<file path="config.mk">
export PLATFORM = sky130hd
export DESIGN_NAME = spi_master_tx
export DESIGN_NICKNAME = d
export VERILOG_FILES = /design/src/rtl/spi_pkg.sv /design/src/rtl/spi_master_tx_sck_gen.sv /design/src/rtl/spi_master_tx.sv
export SDC_FILE = /design/constraint.sdc
export NUM_CORES = 1
export LEC_CHECK = 0
export ABC_AREA = 1
export CAP_MARGIN = 20
export CORE_ASPECT_RATIO = 0.8
export CORE_MARGIN = 2
export CORE_UTILIZATION = 35
export CTS_CLUSTER_SIZE = 8
export DETAILED_ROUTE_END_ITERATION = 10
export HOLD_SLACK_MARGIN = 0.05
export PLACE_DENSITY = 0.64
export SKIP_CTS_REPAIR_TIMING = 1
export SLEW_MARGIN = 20
export SYNTH_ARGS = -nofsm -noshare
export SYNTH_HDL_FRONTEND = slang
export SYNTH_SLANG_ARGS = --single-unit
</file>
<file path="constraint.sdc">
create_clock -name clk -period 1.5 [get_ports clk]
set_input_delay 0.225 -clock clk [delete_from_list [all_inputs] [get_ports clk]]
set_output_delay 0.225 -clock clk [all_outputs]
set_load 0.01 [all_outputs]
</file>
<file path="src/rtl/spi_pkg.sv">
// Shared types and constants for the SPI mode-0 master.
// Holds the FSM state type, the mode constants and the counter-width helper.
package spi_pkg;

    typedef enum logic [2:0] {
        IDLE       = 3'd0,
        SETUP      = 3'd1,
        XFER       = 3'd2,
        HOLD       = 3'd3,
        BURST_WAIT = 3'd4,
        GAP        = 3'd5
    } state_e;

    localparam logic CPOL      = 1'b0;
    localparam logic CPHA      = 1'b0;
    localparam logic IDLE_MOSI = 1'b1;

    // Wide enough to hold the largest of the timing counts, inclusive.
    function automatic int cnt_width(input int clk_div, input int cs_setup,
                                     input int cs_hold, input int cs_gap);
        int m;
        m = clk_div;
        m = (cs_setup > m) ? cs_setup : m;
        m = (cs_hold  > m) ? cs_hold  : m;
        m = (cs_gap   > m) ? cs_gap   : m;
        return $clog2(m + 1);
    endfunction

endpackage

</file>
<file path="src/rtl/spi_master_tx_sck_gen.sv">
// SCK generator: a phase counter that toggles SCK every CLK_DIV cycles while enabled.
// The ticks mark the clock edge on which SCK is about to rise or fall.
module spi_sck_gen
    import spi_pkg::*;
#(
    parameter int CLK_DIV = 8,
    parameter int CW      = 4
) (
    input  logic clk,
    input  logic rst,
    input  logic en,
    output logic sck,
    output logic rise_tick,
    output logic fall_tick
);

    localparam logic [CW-1:0] PHASE_LAST = CW'(CLK_DIV - 1);
    localparam logic [CW-1:0] PHASE_ONE  = CW'(1);

    logic [CW-1:0] phase_q;
    logic [CW-1:0] phase_d;
    logic          sck_q;
    logic          sck_d;
    logic          term_s;

    // Next phase and SCK level; disabling parks SCK at its idle level.
    always_comb begin
        term_s    = (phase_q == PHASE_LAST);
        rise_tick = en & term_s & ~sck_q;
        fall_tick = en & term_s & sck_q;
        if (!en) begin
            phase_d = {CW{1'b0}};
            sck_d   = CPOL;
        end else if (term_s) begin
            phase_d = {CW{1'b0}};
            sck_d   = ~sck_q;
        end else begin
            phase_d = phase_q + PHASE_ONE;
            sck_d   = sck_q;
        end
    end

    // Phase and SCK registers.
    always_ff @(posedge clk) begin
        if (rst) begin
            phase_q <= {CW{1'b0}};
            sck_q   <= CPOL;
        end else begin
            phase_q <= phase_d;
            sck_q   <= sck_d;
        end
    end

    assign sck = sck_q;

endmodule

</file>
<file path="src/rtl/spi_master_tx.sv">
// SPI mode-0 master, MSB first, full duplex, with single-word frames and
// multi-word bursts held under one CS assertion.
module spi_master_tx
    import spi_pkg::*;
#(
    parameter int SIZE_WORD = 8,
    parameter int CLK_DIV   = 8,
    parameter int CS_SETUP  = 4,
    parameter int CS_HOLD   = 4,
    parameter int CS_GAP    = 4
) (
    input  logic                 clk,
    input  logic                 rst,
    input  logic [SIZE_WORD-1:0] tx_data,
    input  logic                 tx_hold_cs,
    input  logic                 tx_valid,
    output logic                 tx_ready,
    output logic [SIZE_WORD-1:0] rx_data,
    output logic                 rx_valid,
    output logic                 busy,
    output logic                 SCK,
    output logic                 CS,
    output logic                 MOSI,
    input  logic                 MISO
);

    localparam int CW = cnt_width(CLK_DIV, CS_SETUP, CS_HOLD, CS_GAP);
    localparam int BW = $clog2(SIZE_WORD);

    localparam logic [CW-1:0] CNT_ONE    = CW'(1);
    localparam logic [CW-1:0] SETUP_LAST = CW'(CS_SETUP);
    localparam logic [CW-1:0] HOLD_LAST  = CW'(CS_HOLD - 1);
    localparam logic [CW-1:0] GAP_LAST   = CW'(CS_GAP - 1);
    localparam logic [BW-1:0] BIT_ONE    = BW'(1);
    localparam logic [BW-1:0] BIT_LAST   = BW'(SIZE_WORD - 1);

    state_e                 state_q, state_d;
    logic [CW-1:0]          cnt_q, cnt_d;
    logic [BW-1:0]          bit_cnt_q, bit_cnt_d;
    logic [SIZE_WORD-1:0]   tx_sr_q, tx_sr_d;
    logic [SIZE_WORD-1:0]   rx_sr_q, rx_sr_d;
    logic [SIZE_WORD-1:0]   rx_data_q, rx_data_d;
    logic                   rx_valid_q, rx_valid_d;
    logic                   hold_cs_q, hold_cs_d;
    logic                   cs_q, cs_d;
    logic                   mosi_q, mosi_d;
    logic                   busy_q, busy_d;
    logic                   miso_meta_q, miso_sync_q;
    logic                   accept_s;
    logic                   sck_en_s;
    logic                   sck_s;
    logic                   rise_tick_s;
    logic                   fall_tick_s;

    spi_sck_gen #(
        .CLK_DIV (CLK_DIV),
        .CW      (CW)
    ) u_sck_gen (
        .clk       (clk),
        .rst       (rst),
        .en        (sck_en_s),
        .sck       (sck_s),
        .rise_tick (rise_tick_s),
        .fall_tick (fall_tick_s)
    );

    // Handshake decode; only IDLE and BURST_WAIT take a new word.
    always_comb begin
        tx_ready = ((state_q == IDLE) || (state_q == BURST_WAIT)) & ~rst;
        accept_s = tx_valid & tx_ready;
        sck_en_s = (state_q == XFER);
    end

    // Frame sequencing: next state, shift registers, counters and pin levels.
    always_comb begin
        state_d    = state_q;
        cnt_d      = cnt_q;
        bit_cnt_d  = bit_cnt_q;
        tx_sr_d    = tx_sr_q;
        rx_sr_d    = rx_sr_q;
        rx_data_d  = rx_data_q;
        rx_valid_d = 1'b0;
        hold_cs_d  = hold_cs_q;
        cs_d       = cs_q;
        mosi_d     = mosi_q;
        case (state_q)
            IDLE: begin
                if (accept_s) begin
                    state_d   = SETUP;
                    cs_d      = 1'b0;
                    tx_sr_d   = tx_data;
                    mosi_d    = tx_data[SIZE_WORD-1];
                    hold_cs_d = tx_hold_cs;
                    cnt_d     = {CW{1'b0}};
                    bit_cnt_d = {BW{1'b0}};
                end else begin
                    state_d = IDLE;
                end
            end
            SETUP: begin
                if (cnt_q == SETUP_LAST) begin
                    state_d = XFER;
                    cnt_d   = {CW{1'b0}};
                end else begin
                    cnt_d = cnt_q + CNT_ONE;
                end
            end
            XFER: begin
                if (rise_tick_s) begin
                    rx_sr_d = {rx_sr_q[SIZE_WORD-2:0], miso_sync_q};
                end else if (fall_tick_s) begin
                    if (bit_cnt_q == BIT_LAST) begin
                        state_d    = HOLD;
                        rx_data_d  = rx_sr_q;
                        rx_valid_d = 1'b1;
                        cnt_d      = {CW{1'b0}};
                    end else begin
                        // Rotating keeps every bit of tx_sr live; MOSI takes the next bit down.
                        tx_sr_d   = {tx_sr_q[SIZE_WORD-2:0], tx_sr_q[SIZE_WORD-1]};
                        mosi_d    = tx_sr_q[SIZE_WORD-2];
                        bit_cnt_d = bit_cnt_q + BIT_ONE;
                    end
                end else begin
                    state_d = XFER;
                end
            end
            HOLD: begin
                if (cnt_q == HOLD_LAST) begin
                    cnt_d = {CW{1'b0}};
                    if (hold_cs_q) begin
                        state_d = BURST_WAIT;
                    end else begin
                        state_d = GAP;
                        cs_d    = 1'b1;
                        mosi_d  = IDLE_MOSI;
                    end
                end else begin
                    cnt_d = cnt_q + CNT_ONE;
                end
            end
            BURST_WAIT: begin
                if (accept_s) begin
                    state_d   = XFER;
                    tx_sr_d   = tx_data;
                    mosi_d    = tx_data[SIZE_WORD-1];
                    hold_cs_d = tx_hold_cs;
                    bit_cnt_d = {BW{1'b0}};
                end else begin
                    state_d = BURST_WAIT;
                end
            end
            GAP: begin
                if (cnt_q == GAP_LAST) begin
                    state_d = IDLE;
                    cnt_d   = {CW{1'b0}};
                end else begin
                    cnt_d = cnt_q + CNT_ONE;
                end
            end
            default: begin
                state_d = IDLE;
                cs_d    = 1'b1;
                mosi_d  = IDLE_MOSI;
                cnt_d   = {CW{1'b0}};
            end
        endcase
        busy_d = (state_d != IDLE);
    end

    // State, datapath and output registers; reset drops any partial word.
    always_ff @(posedge clk) begin
        if (rst) begin
            state_q     <= IDLE;
            cnt_q       <= {CW{1'b0}};
            bit_cnt_q   <= {BW{1'b0}};
            tx_sr_q     <= {SIZE_WORD{1'b0}};
            rx_sr_q     <= {SIZE_WORD{1'b0}};
            rx_data_q   <= {SIZE_WORD{1'b0}};
            rx_valid_q  <= 1'b0;
            hold_cs_q   <= 1'b0;
            cs_q        <= 1'b1;
            mosi_q      <= IDLE_MOSI;
            busy_q      <= 1'b0;
            miso_meta_q <= 1'b0;
            miso_sync_q <= 1'b0;
        end else begin
            state_q     <= state_d;
            cnt_q       <= cnt_d;
            bit_cnt_q   <= bit_cnt_d;
            tx_sr_q     <= tx_sr_d;
            rx_sr_q     <= rx_sr_d;
            rx_data_q   <= rx_data_d;
            rx_valid_q  <= rx_valid_d;
            hold_cs_q   <= hold_cs_d;
            cs_q        <= cs_d;
            mosi_q      <= mosi_d;
            busy_q      <= busy_d;
            miso_meta_q <= MISO;
            miso_sync_q <= miso_meta_q;
        end
    end

    assign SCK      = sck_s;
    assign CS       = cs_q;
    assign MOSI     = mosi_q;
    assign rx_data  = rx_data_q;
    assign rx_valid = rx_valid_q;
    assign busy     = busy_q;

endmodule

</file>
==> results.md <==
STA:
- Between clock sinks in the finished design, the worst skew comes to between 7 and 8 ps.
- The count of endpoints failing hold in the final timing report is 0.
- The maximum frequency from static timing analysis is roughly 0.67 GHz.
- The setup-violating endpoint count in the final report is 0.
- The tightest slew margin relative to the limit is 82.9%.
- The worst path uses 100% of the clock period.
- The slew at the pin closest to its max-slew limit is about 250 ps.
- Setup repair after global routing could not meet its margin everywhere.
- The minimum period implied by the final worst setup slack is ~1500 ps.
- The max-slew violation total from the final report is 0.

Yosys:
- The number of warning messages in the yosys log is 0.
- The proportion of synthesized chip area in sequential cells is between 40% and 50%.
- The dominant cell by count in the synthesized netlist is sky130_fd_sc_hd__nor2_1.
- The total nets after synthesis is approximately 310.
- The post-synth design cell area is around 2100 µm².
- The number of synthesized register bits is 46.
- By area the synthesized netlist is led by sky130_fd_sc_hd__dfxtp_1 44%, sky130_fd_sc_hd__nor2_1 14%, sky130_fd_sc_hd__nand2_1 10%, sky130_fd_sc_hd__nand3_1 5.0%, sky130_fd_sc_hd__o21ai_0 4.8%.
- The flip-flop cell with the highest count after synthesis is sky130_fd_sc_hd__dfxtp_1.
- Ranked by instance count, the synthesized netlist is headed by 77 x sky130_fd_sc_hd__nor2_1, 57 x sky130_fd_sc_hd__nand2_1, 46 x sky130_fd_sc_hd__dfxtp_1, 21 x sky130_fd_sc_hd__inv_1, 21 x sky130_fd_sc_hd__nand3_1.
- The average instance in the mapped netlist occupies around 7.1 µm².
- The post-synthesis async set-or-reset flop share is 0%.
- The synthesized design spends more area on one cell type than any other, namely sky130_fd_sc_hd__dfxtp_1.
- The area share of the largest cell type after synthesis is a little over two fifths.
- The netlist uses 26 different library cells.
- The synthesized design contains 0 enable-type register cells.
- The cell count after synthesis came out at just under 300.

Finish:
- Fill cells in the final layout number around 600.
- After the flow finishes, the layout carries non-filler instances totaling ~430.
- The net count of the finished layout is roughly 360.
- In the final layout, flip-flops and latches occupy slightly above 900 µm².
- The number of diodes is 0.
- Summing all multi-input logic gate instances after layout gives approximately 1100 µm².
- After routing the design area is around 2800 µm².
- In the final layout, the share of cells above drive strength 1 is between 20% and 30%.
- The area growth from synthesis to layout is 34.4%.

Floorplan:
- Row generation in the floorplan step produced 25 rows.
- The initial utilization of the core area, before any placement, comes to 36.0%.
- The die height is around 73 µm.
- The total area inside the core boundary comes to 5850 µm².
- The die outline width is a little over 90 µm.
- In this run the count of I/O pins placed on the die edge is 27.
- The floorplan step defined a die boundary enclosing approximately 6700 µm².

Worst setup path:
- The worst setup path is launched from a flop.
- The data arrival time of the critical path is roughly 1700 ps.
- Data on the critical path is required at its endpoint by about 1700 ps.
- The family with the most delay on the worst path is simple AND/OR/NAND/NOR gates.
- The type of the setup path with the least slack is reg -> reg.
- The slowest stage cell on the critical path is sky130_fd_sc_hd__dfxtp_2.
- The combined buffer and inverter count along the critical path is 2.
- The critical path goes through ha_1 > ha_2 > nand2_2 > nand2_2 > nor2_4 > buf_12 > inv_2 > nor2_2 > nor2_1.
- The kind of end point of the critical path is a flop.
- The highest fanout seen on the critical path is 5.
- By instance count, the cell type seen most on the critical path is sky130_fd_sc_hd__nand2_2.
- The largest stage delay on the critical path is between 300 and 400 ps.

CTS:
- Clock tree synthesis inserted a total of 5 buffers.
- The clock sink count is 46.
- Clock tree synthesis selected as its root buffer the cell sky130_fd_sc_hd__clkbuf_8.
- The post-CTS clock slew at the launch and capture registers of the worst setup and hold paths is roughly 90 ps.
- The deepest clock path buffer count is 2.
- The CTS tree is done.
- The clock insertion delay at the later pin of the skew report is about 290 ps.
- The H-tree was split into 2 levels.

Global routing:
- The maximum number of pins on one net before global-route repair is 23.
- Across every metal layer, demand over resource in global routing totals around 14%.
- Global routing finished with a remaining overflow of 0.
- The initial antenna violation count is 0.
- The via count of the first global-routing pass is ~1.7k.
- The first global-routing pass estimated about 7500 µm of wire.

Drt:
- The average via count per standard cell is roughly 4.5.
- The count of vias placed by the detailed router is ~1.9k.
- After the first detailed-routing iteration, the DRC count stood at 54.
- The overall routed net length is approximately 4600 µm.
- The routed length per placed instance is between 10 and 15 µm.
- Once detail routing completed, the nets flagged for antenna violations numbered 0.
- The first detailed-routing pass took 4 iterations.
- After detailed routing, the number of remaining DRC violations is 0.

Power and ir drop:
- In this run, the combinational gates consume between 10% and 20% of the power.
- In this run the power density over the cells is between 800 and 900 nW/µm².
- The leakage power total is 1.33 nW.
- The maximum vdd ir drop is approximately 0.68 mV.
- The proportion of power drawn by the clock network is 31.1%.
- The net switching share of the total power is about a quarter.
- The net switching power is 634 µW.
- The total power consumption of the routed design is 2.41 mW.
- The internal power is between 1.5 and 2 mW.
- The share of total power dissipated in sequential elements is a little over half.

Run:
- The total of max-cap violations is 0.

Placement:
- The number of I/O port buffers is 26.
- The number of placed cells counting well taps is between 400 and 500.
- The routability congestion estimate is just under 0.9.
- The half-perimeter wire length after placement is 3250 µm.
- The placed cell area is about 2600 µm².

Min path:
- The tightest min-delay check is of the reg -> reg type.

Status:
- The flow ran to the end, and the final reports show no timing, DRC or antenna violations.
[metal layers]
layer	vias to the layer above	part of all wire [%]	GRT usage, %
met2	33	45	22.5
met4	0	0.89	4.62
met5	-	0	0
met3	2	3.5	2.77
li1	1029	-	-
met1	850	51	19.4
[cell families (layout without fill, tap and decap cells)]
logic type               Yosys count  in the layout  share of synthesized area, %
AND/OR/NAND/NOR                  163            163                          32.2
flip-flops                        46             46                          43.8
AO/OA/AOI/OAI                     35             35                          8.62
buffers and inverters             35             87                          7.49
multiplexers                       7              7                          3.33
adder cells (fa/ha/maj)            5              5                          2.97
XOR/XNOR                           4              4                          1.66
[worst paths after layout]
path                 from            to  slack [ps]  cells after the start
min reg2reg   miso_meta_q   miso_sync_q         410                      2
min           miso_meta_q   miso_sync_q         410                      2
max          bit_cnt_q[0]  bit_cnt_q[0]         0.3                      9
max reg2reg  bit_cnt_q[0]  bit_cnt_q[0]         0.3                      9
[metrics by stage]
| step | worst slack (ps) | utilization [%] | hold WS [ps] | setup TNS, ps |
|---|---|---|---|---|
| final | 0.311 | 48.3 | 414 | 0 |
| after CTS | -293 | 45.9 | 419 | -331 |
| after detailed placement | -253 | 44.4 | 404 | -1520 |
| after floorplan | 50.7 | - | 332 | 0 |
| after global routing | -61.0 | 48.3 | 443 | -513 |
| after global placement | -236 | 44.4 | 402 | -1210 |
[power groups by stage]
| stage | combinational [mW] | sequential (mW) | clock, mW |
|---|---|---|---|
| after global placement | 0.307 | 1.32 | 0 |
| final | 0.371 | 1.29 | 0.750 |
| after floorplan | 0.192 | 1.32 | 0 |
| after CTS | 0.315 | 1.29 | 0.777 |
| after detailed placement | 0.313 | 1.32 | 0 |
| after global routing | 0.409 | 1.30 | 0.831 |
[worst reg2reg max path: stages, from the launching register on]
cell and delay, ps:
sky130_fd_sc_hd__dfxtp_2 330, sky130_fd_sc_hd__ha_1 190, sky130_fd_sc_hd__ha_2 190, sky130_fd_sc_hd__nand2_2 90
sky130_fd_sc_hd__nand2_2 60, sky130_fd_sc_hd__nor2_4 190, sky130_fd_sc_hd__buf_12 160, sky130_fd_sc_hd__inv_2 50
sky130_fd_sc_hd__nor2_2 90, sky130_fd_sc_hd__nor2_1 60
[flip-flops by register name, indices dropped and copies added (netlist names), 3 cells and up]
signal,cells
tx_sr_q,8
u_sck_gen.phase_q,4
state_q,3
bit_cnt_q,3
cnt_q,4
rx_data,8
rx_sr_q,8
[layout make-up]
class / count / area share, %
multi-input cells: 214 / 38.8
flip-flops and latches: 46 / 32.8
repair buffers: 53 / 18.2
well taps: 81 / 3.58
inverters: 26 / 3.45
clock buffers: 6 / 2.57
clock inverters: 2 / 0.487
[layout by cell type, fill, tap and decap left out, types with 3 or more instances in the layout]
cell type	n
sky130_fd_sc_hd__nor2_4	3
sky130_fd_sc_hd__xor2_1	3
sky130_fd_sc_hd__nand3_1	21
sky130_fd_sc_hd__nor2_1	73
sky130_fd_sc_hd__nand2_1	42
sky130_fd_sc_hd__buf_4	24
sky130_fd_sc_hd__o21ai_0	13
sky130_fd_sc_hd__inv_2	5
sky130_fd_sc_hd__nor2_2	4
sky130_fd_sc_hd__clkbuf_8	5
sky130_fd_sc_hd__mux2i_1	7
sky130_fd_sc_hd__nand2_2	16
sky130_fd_sc_hd__dfxtp_1	40
sky130_fd_sc_hd__a21oi_1	7
sky130_fd_sc_hd__inv_1	21
sky130_fd_sc_hd__o21ai_1	12
sky130_fd_sc_hd__dfxtp_2	6
sky130_fd_sc_hd__clkdlybuf4s50_1	24
Power figures use the tool's default switching activity.
